===== src/rtl/fetch_sequencer.sv =====
// -----------------------------------------------------------------------------
// fetch_sequencer
//
// Drives a byte-wide instruction memory with a combinational read. It issues
// four byte reads per instruction and packs them big-endian (the byte at the
// PC lands in bits [31:24]). The result goes to decode with a valid/ready
// handshake. The block owns the program counter and takes branch/jump
// redirects, which have priority over everything else.
//
// Ports:
//   clk, rst_n        clock; asynchronous active-low reset
//   run               fetch enable, sampled in IDLE and at acceptance
//   mem_addr/mem_rd   byte address and live-read strobe to the memory
//   mem_data          byte returned combinationally for mem_addr
//   instr/instr_pc    assembled instruction and the address of its first byte
//   instr_valid       instr/instr_pc valid; held until instr_ready
//   instr_ready       consumer accepts instr this cycle
//   redirect(_addr)   load a new PC (unaligned values allowed)
//   fetch_count       saturating count of accepted instructions
// -----------------------------------------------------------------------------
module fetch_sequencer #(
    parameter int ADDR_W   = 8,
    parameter int RESET_PC = 0,
    parameter int CNT_W    = 16
) (
    input  logic              clk,
    input  logic              rst_n,
    input  logic              run,
    output logic [ADDR_W-1:0] mem_addr,
    output logic              mem_rd,
    input  logic [7:0]        mem_data,
    output logic [31:0]       instr,
    output logic [ADDR_W-1:0] instr_pc,
    output logic              instr_valid,
    input  logic              instr_ready,
    input  logic              redirect,
    input  logic [ADDR_W-1:0] redirect_addr,
    output logic [CNT_W-1:0]  fetch_count
);

    typedef enum logic [1:0] {
        ST_IDLE  = 2'd0,
        ST_FETCH = 2'd1,
        ST_VALID = 2'd2
    } state_t;

    localparam logic [ADDR_W-1:0] RESET_PC_A = ADDR_W'(RESET_PC);

    state_t            state_q, state_d;
    logic [ADDR_W-1:0] pc_q, pc_d;
    logic [1:0]        byte_cnt_q, byte_cnt_d;
    logic [31:0]       instr_q, instr_d;
    logic [ADDR_W-1:0] instr_pc_q, instr_pc_d;
    logic              instr_valid_q, instr_valid_d;
    logic [CNT_W-1:0]  fetch_count_q, fetch_count_d;

    always_ff @(posedge clk or negedge rst_n) begin
        if (!rst_n) begin
            state_q       <= ST_IDLE;
            pc_q          <= RESET_PC_A;
            byte_cnt_q    <= 2'd0;
            instr_q       <= 32'd0;
            instr_pc_q    <= '0;
            instr_valid_q <= 1'b0;
            fetch_count_q <= '0;
        end else begin
            state_q       <= state_d;
            pc_q          <= pc_d;
            byte_cnt_q    <= byte_cnt_d;
            instr_q       <= instr_d;
            instr_pc_q    <= instr_pc_d;
            instr_valid_q <= instr_valid_d;
            fetch_count_q <= fetch_count_d;
        end
    end

    always_comb begin
        state_d       = state_q;
        pc_d          = pc_q;
        byte_cnt_d    = byte_cnt_q;
        instr_d       = instr_q;
        instr_pc_d    = instr_pc_q;
        instr_valid_d = instr_valid_q;
        fetch_count_d = fetch_count_q;

        case (state_q)
            ST_IDLE: begin
                if (run) begin
                    state_d    = ST_FETCH;
                    byte_cnt_d = 2'd0;
                end
            end
            ST_FETCH: begin
                // Byte k of the instruction goes to lane 3-k (big-endian).
                case (byte_cnt_q)
                    2'd0:    instr_d[31:24] = mem_data;
                    2'd1:    instr_d[23:16] = mem_data;
                    2'd2:    instr_d[15:8]  = mem_data;
                    default: instr_d[7:0]   = mem_data;
                endcase
                byte_cnt_d = byte_cnt_q + 2'd1;
                if (byte_cnt_q == 2'd3) begin
                    state_d       = ST_VALID;
                    instr_valid_d = 1'b1;
                    instr_pc_d    = pc_q;
                end
            end
            ST_VALID: begin
                if (instr_ready) begin
                    instr_valid_d = 1'b0;
                    pc_d          = pc_q + ADDR_W'(4);
                    byte_cnt_d    = 2'd0;
                    if (fetch_count_q != '1) begin
                        fetch_count_d = fetch_count_q + CNT_W'(1);
                    end
                    state_d = run ? ST_FETCH : ST_IDLE;
                end
            end
            default: begin
                state_d = ST_IDLE;
            end
        endcase

        // A redirect overrides the sequencing above but leaves a handshake
        // completing on the same edge (and its count) intact.
        if (redirect) begin
            pc_d          = redirect_addr;
            byte_cnt_d    = 2'd0;
            instr_valid_d = 1'b0;
            state_d       = run ? ST_FETCH : ST_IDLE;
        end
    end

    // byte_cnt is zero outside FETCH, so mem_addr rests on the PC there.
    assign mem_addr    = pc_q + ADDR_W'(byte_cnt_q);
    assign mem_rd      = (state_q == ST_FETCH);
    assign instr       = instr_q;
    assign instr_pc    = instr_pc_q;
    assign instr_valid = instr_valid_q;
    assign fetch_count = fetch_count_q;

endmodule


===== config.mk =====
export PLATFORM = sky130hd
export DESIGN_NAME = fetch_sequencer
export DESIGN_NICKNAME = d
export VERILOG_FILES = /design/src/rtl/fetch_sequencer.sv
export SDC_FILE = /design/constraint.sdc
export NUM_CORES = 1
export LEC_CHECK = 0
export CAP_MARGIN = 20
export CELL_PAD_IN_SITES_DETAIL_PLACEMENT = 1
export CELL_PAD_IN_SITES_GLOBAL_PLACEMENT = 1
export CORE_AREA = 2 2 93 95
export CTS_BUF_LIST = sky130_fd_sc_hd__clkbuf_8
export CTS_CLUSTER_SIZE = 28
export DETAILED_ROUTE_END_ITERATION = 16
export DIE_AREA = 0 0 95 97
export HOLD_SLACK_MARGIN = 0.02
export PLACE_DENSITY_LB_ADDON = 0.1
export SETUP_SLACK_MARGIN = 0.05
export SYNTH_ARGS = -nofsm -noshare
export SYNTH_HDL_FRONTEND = slang
export SYNTH_SLANG_ARGS = --single-unit

===== constraint.sdc =====
create_clock -name clk -period 2.5 [get_ports clk]
set_clock_uncertainty 0.1 [all_clocks]
set_input_delay 0.625 -clock clk [delete_from_list [all_inputs] [get_ports clk]]
set_output_delay 0.625 -clock clk [all_outputs]
set_load 0.01 [all_outputs]

After elaboration in Yosys (flattened, before gate mapping):

Index checks and enable logic that the tools add are counted.

* flip-flop bits (word level): 69
* input port bits: 21
* output and inout bits: 66

* $add $sub $neg: 4
* eq/ne operators: 9
* mux-type cells: 17
* bitwise logic cells: 1
* reduce and logical (&&, ||, !) cells: 17

Operators with widths (number)
* $mux W8: 3
* $add A16 B1 Y16 const B: 1
* $ne A16 B16 Y1 const B: 1
* $mux W2: 7
* $pmux W2 S3: 2
* $reduce_and A2 Y1: 6
* $reduce_and A3 Y1: 4
* $add A8 B2 Y8: 1
* $add A8 B3 Y8 const B: 1
* $eq A2 B2 Y1 const B: 3
* $ne A3 B3 Y1 const B: 2
* $eq A2 B1 Y1 const B: 2
* $logic_not A2 Y1: 2
* $mux W1: 4
* $reduce_bool A2 Y1: 2
* $reduce_bool A4 Y1: 1
* $ne A3 B1 Y1 const B: 1
* $reduce_bool A3 Y1: 1
* $reduce_or A3 Y1: 1
* $add A2 B1 Y2 const B: 1
* $pmux W1 S2: 1
* $not A1 Y1: 1

Logic depth before layout (Yosys ltp):

* depth in word-level cells: 4
* depth in mapped cells: 6
* depth with buffers taken out: 5

Worst setup path before layout:

No wires, ideal clock.

* kind: register to output
* start point: register byte_cnt_q[0]
* end point: output port mem_addr[4]
* arrival time: 1.436 ns
* required time: 1.775 ns
* path slack: 0.339 ns
* stages on the path, launching flop included: 6
* buffers on the path: 0
* cells stage by stage: dfrtp_1 > ha_1 > inv_1 > fa_1 > nand2b_1 > xnor2_1

* cells in the longest elaborated chain, start to end: 1

Ends and longest elaborated chain
* start: declaration: line 51 `logic [1:0] byte_cnt_q, byte_cnt_d;`
* start signal: assignment: line 69 `byte_cnt_q <= byte_cnt_d;`
* $add A8 B2 Y8: line 135 `assign mem_addr = pc_q + ADDR_W'(byte_cnt_q);`
* end: declaration: line 29 `output logic [ADDR_W-1:0] mem_addr,`

Every way passes these cells.

Worst setup path after layout:

Same ends and word-level chain as after synthesis.

==> run_results.csv <==
group,metric,value,unit
status,status,"finished, final reports clean",
route,dr.pass1.iters,2,
synthesis,synth_cell_types,37,
worst_setup_path,crit_chain,"ha_2 -> inv_2 -> fa_2 -> nand2b_4 -> xnor2_2 -> buf_2",
floorplan,core-area,8130,µm²
final_layout,final_area,4470,µm²
clocking,clk_latency,340,ps
synthesis,syn_area,3140,µm²
synthesis,syn_avg_cell_area,12.7,µm²
route,via_per_inst,4.99,
sta,finalSetupViolations,0,
place,place.gp.congestion,0.728,
synthesis,syn_nets,278,
worst_setup_path,path_max_fanout,3,
global_route,track_usage,0.177,
worst_setup_path,worst-endpoint-arrival,1760,ps
floorplan,die_y,97,µm
global_route,top_usage_layer,"met2",
final_layout,final_common_cell,"clkdlybuf4s50_1",
global_route,grt_util_met3,0.0358,
sta,final_hold_viol_count,0,
pwr,totalPowerFinal,3.53,mW
clocking,cts_root_buffer,"clkbuf_8",
global_route,grt_first_pass_wirelength,12.7,mm
worst_setup_path,cpLargestDelayFamily,"adder cells",
worst_setup_path,critPathSlowestCell,"dfrtp_1",
worst_setup_path,regToRegStartpoint,"fetch_count[0]$_DFFE_PN0P_",
pwr,cellLeakagePower,2.05,nW
sta,slew_violations,0,
place,post-place-ws,-119,ps
final_layout,multi_input_area,1410,µm²
final_layout,n_fill_cell,869,
sta,tightest_slew,626,ps
global_route,grt_max_degree,70,
final_layout,syn_to_final_growth,42.3,%
synthesis,synth_top_area_share,0.549,
clocking,clock_sinks,69,
synthesis,ys_ff_latch,69,
synthesis,synth.top_cells.by_area,"dfrtp_1, mux2_2, xor2_1",
sta,worst_slack,19.4,ps
min_path,hp-class,"input pin to asynchronous set/reset pin",
worst_setup_path,cp-end-kind,"output port",
synthesis,yosysWarnings,0,
route,via_count,2338,
global_route,met2_usage,0.280,
route,drt_iter0_markers,45,
floorplan,ios,87,
clocking,cts_buffers,9,
global_route,first_global_vias,2451,
global_route,grt-ovfl-total,0,
floorplan,start_util,0.386,
worst_setup_path,cp-start-kind,"register",
sta,period_needed,2480,ps
pwr,ir_worst_vdd,0.390,mV
global_route,globalRouteMet1Util,0.239,
synthesis,synthArstFlopShare,1.00,
final_layout,ff_latch_area,1730,µm²
synthesis,synth_seq_area_share,0.549,
sta,fin_crit_sh,0.992,
route,wl_per_cell,16.1,µm
synthesis,netlist_instances,248,
clocking,cts.clk_slew.worst_paths,70,ps
global_route,antenna_found_initial,0,
place,io_buffer_count,86,
floorplan,core.rowCount,33,
route,totalWireLength,7.56,mm
floorplan,dieArea,9220,µm²
final_layout,diodes,0,
route,ant_nets,0,
synthesis,synth_ff_type,"dfrtp_1",
synthesis,synth-edff-count,0,
final_layout,final_cell_mix,"clkdlybuf4s50_1, dfrtp_1, mux2_2, nand2_1, xor2_1",
sta,hold_ws,193,ps
synthesis,synth_area_leader_cell,"dfrtp_1",
sta,max_slew_margin,0.580,
floorplan,die_w,95,µm
place,dp_hpwl,5.21,mm
place,post_dp_cell_area,4200,µm²
sta,fin_setup_tns,0,ps
final_layout,drive_above_1_share,0.297,
job,maxCapViolCount,0,
worst_setup_path,critPathMaxStageDelay,360,ps
worst_setup_path,crit_buf_inv,2,
sta,rsz0062_at_grt,"yes",
route,drcViolationCount,0,
worst_setup_path,startpoint,"byte_cnt_q[0]$_DFFE_PN0P_",
clocking,clock_path_buffers,2,
sta,max_freq,403,MHz
clocking,cts_max_level,3,
pwr,powerDensity,790,nW/µm²
worst_setup_path,critPathRequiredTime,1770,ps
worst_setup_path,critPathKind,"register to output port",
final_layout,nets,389,
clocking,cts_tree,"built",
stage by stage:
stage / util / cells
floorplan: - / 248
global placement: 0.517 / 446
detailed placement: 0.517 / 446
CTS: 0.545 / 466
global route: 0.550 / 469
finish: 0.550 / 469
logic make-up (layout without fill, tap and decap cells):
logic type	Yosys count	count (layout)	synth area share
xor gates and xnor gates	27	27	0.0752
and+or+nand+nor	70	70	0.131
DFF	69	69	0.549
muxes	44	44	0.158
AOI/OAI and AO/OA	16	16	0.0279
adders and majority gates	9	9	0.0382
buffers and inverters	13	129	0.0195
cell usage after synthesis (2+ instances only):
master,count
a21oi_1,4
a22oi_1,2
clkbuf_1,2
dfrtp_1,69
ha_1,8
inv_1,8
mux2_2,42
nand2_1,19
nand2b_1,4
nand3_1,7
nand4_1,3
nand4_2,2
nor2_1,10
nor2_2,2
nor3_1,10
nor3b_1,2
o21ai_0,9
xnor2_1,9
xor2_1,18
cell type report:
| type | instances | share of cell area |
|---|---|---|
| timing repair buffer | 105 | 0.220 |
| clock inverter | 7 | 0.0148 |
| inverter | 8 | 0.00671 |
| clock buffer | 9 | 0.0277 |
| multi-input combinational | 166 | 0.315 |
| tap | 105 | 0.0294 |
| sequential | 69 | 0.386 |
path summary, 6_finish.rpt:
kind,to,slack [ps],cells after the start
worst min register to register,instr[18]$_DFFE_PN0P_,410,1
worst max-delay path,mem_addr[4],20,6
max in group asynchronous,state_q[0]$_DFFE_PN0P_,1780,2
min in group clk,instr[18]$_DFFE_PN0P_,410,1
worst min-delay path,instr[7]$_DFFE_PN0P_,190,2
worst max register to register,fetch_count[1]$_DFFE_PN0P_,520,5
what timing repair did:
item | 4_1_cts | 5_1_grt
buffers inserted | 4 | 3
pin swaps | 5 | 1
setup endpoints to repair | 7 | 7
endpoints found under the hold margin | 0 | 0
cloned | 0 | 0
hold buffers | 0 | 0
gates resized for setup | 39 | 5
state kept, by name (all words and copies together), names as in the netlist:
signal / count
fetch_count: 16
byte_cnt_q: 2
instr: 32
instr_pc: 8
instr_valid: 1
pc_q: 8
state_q: 2
layer usage:
layer / part of all wire / up-vias
met5: 0 / -
met4: 0.015 / 0
met2: 0.48 / 60
li1: - / 1086
met1: 0.46 / 1182
met3: 0.039 / 10
power by group:
group | internal [mW] | switching [mW] | leakage [nW]
Sequential | 1.38 | 0.147 | 0.864
Clock | 0.455 | 0.424 | 0.0987
Combinational | 0.715 | 0.415 | 1.09
(Power assumes the default switching activity.)
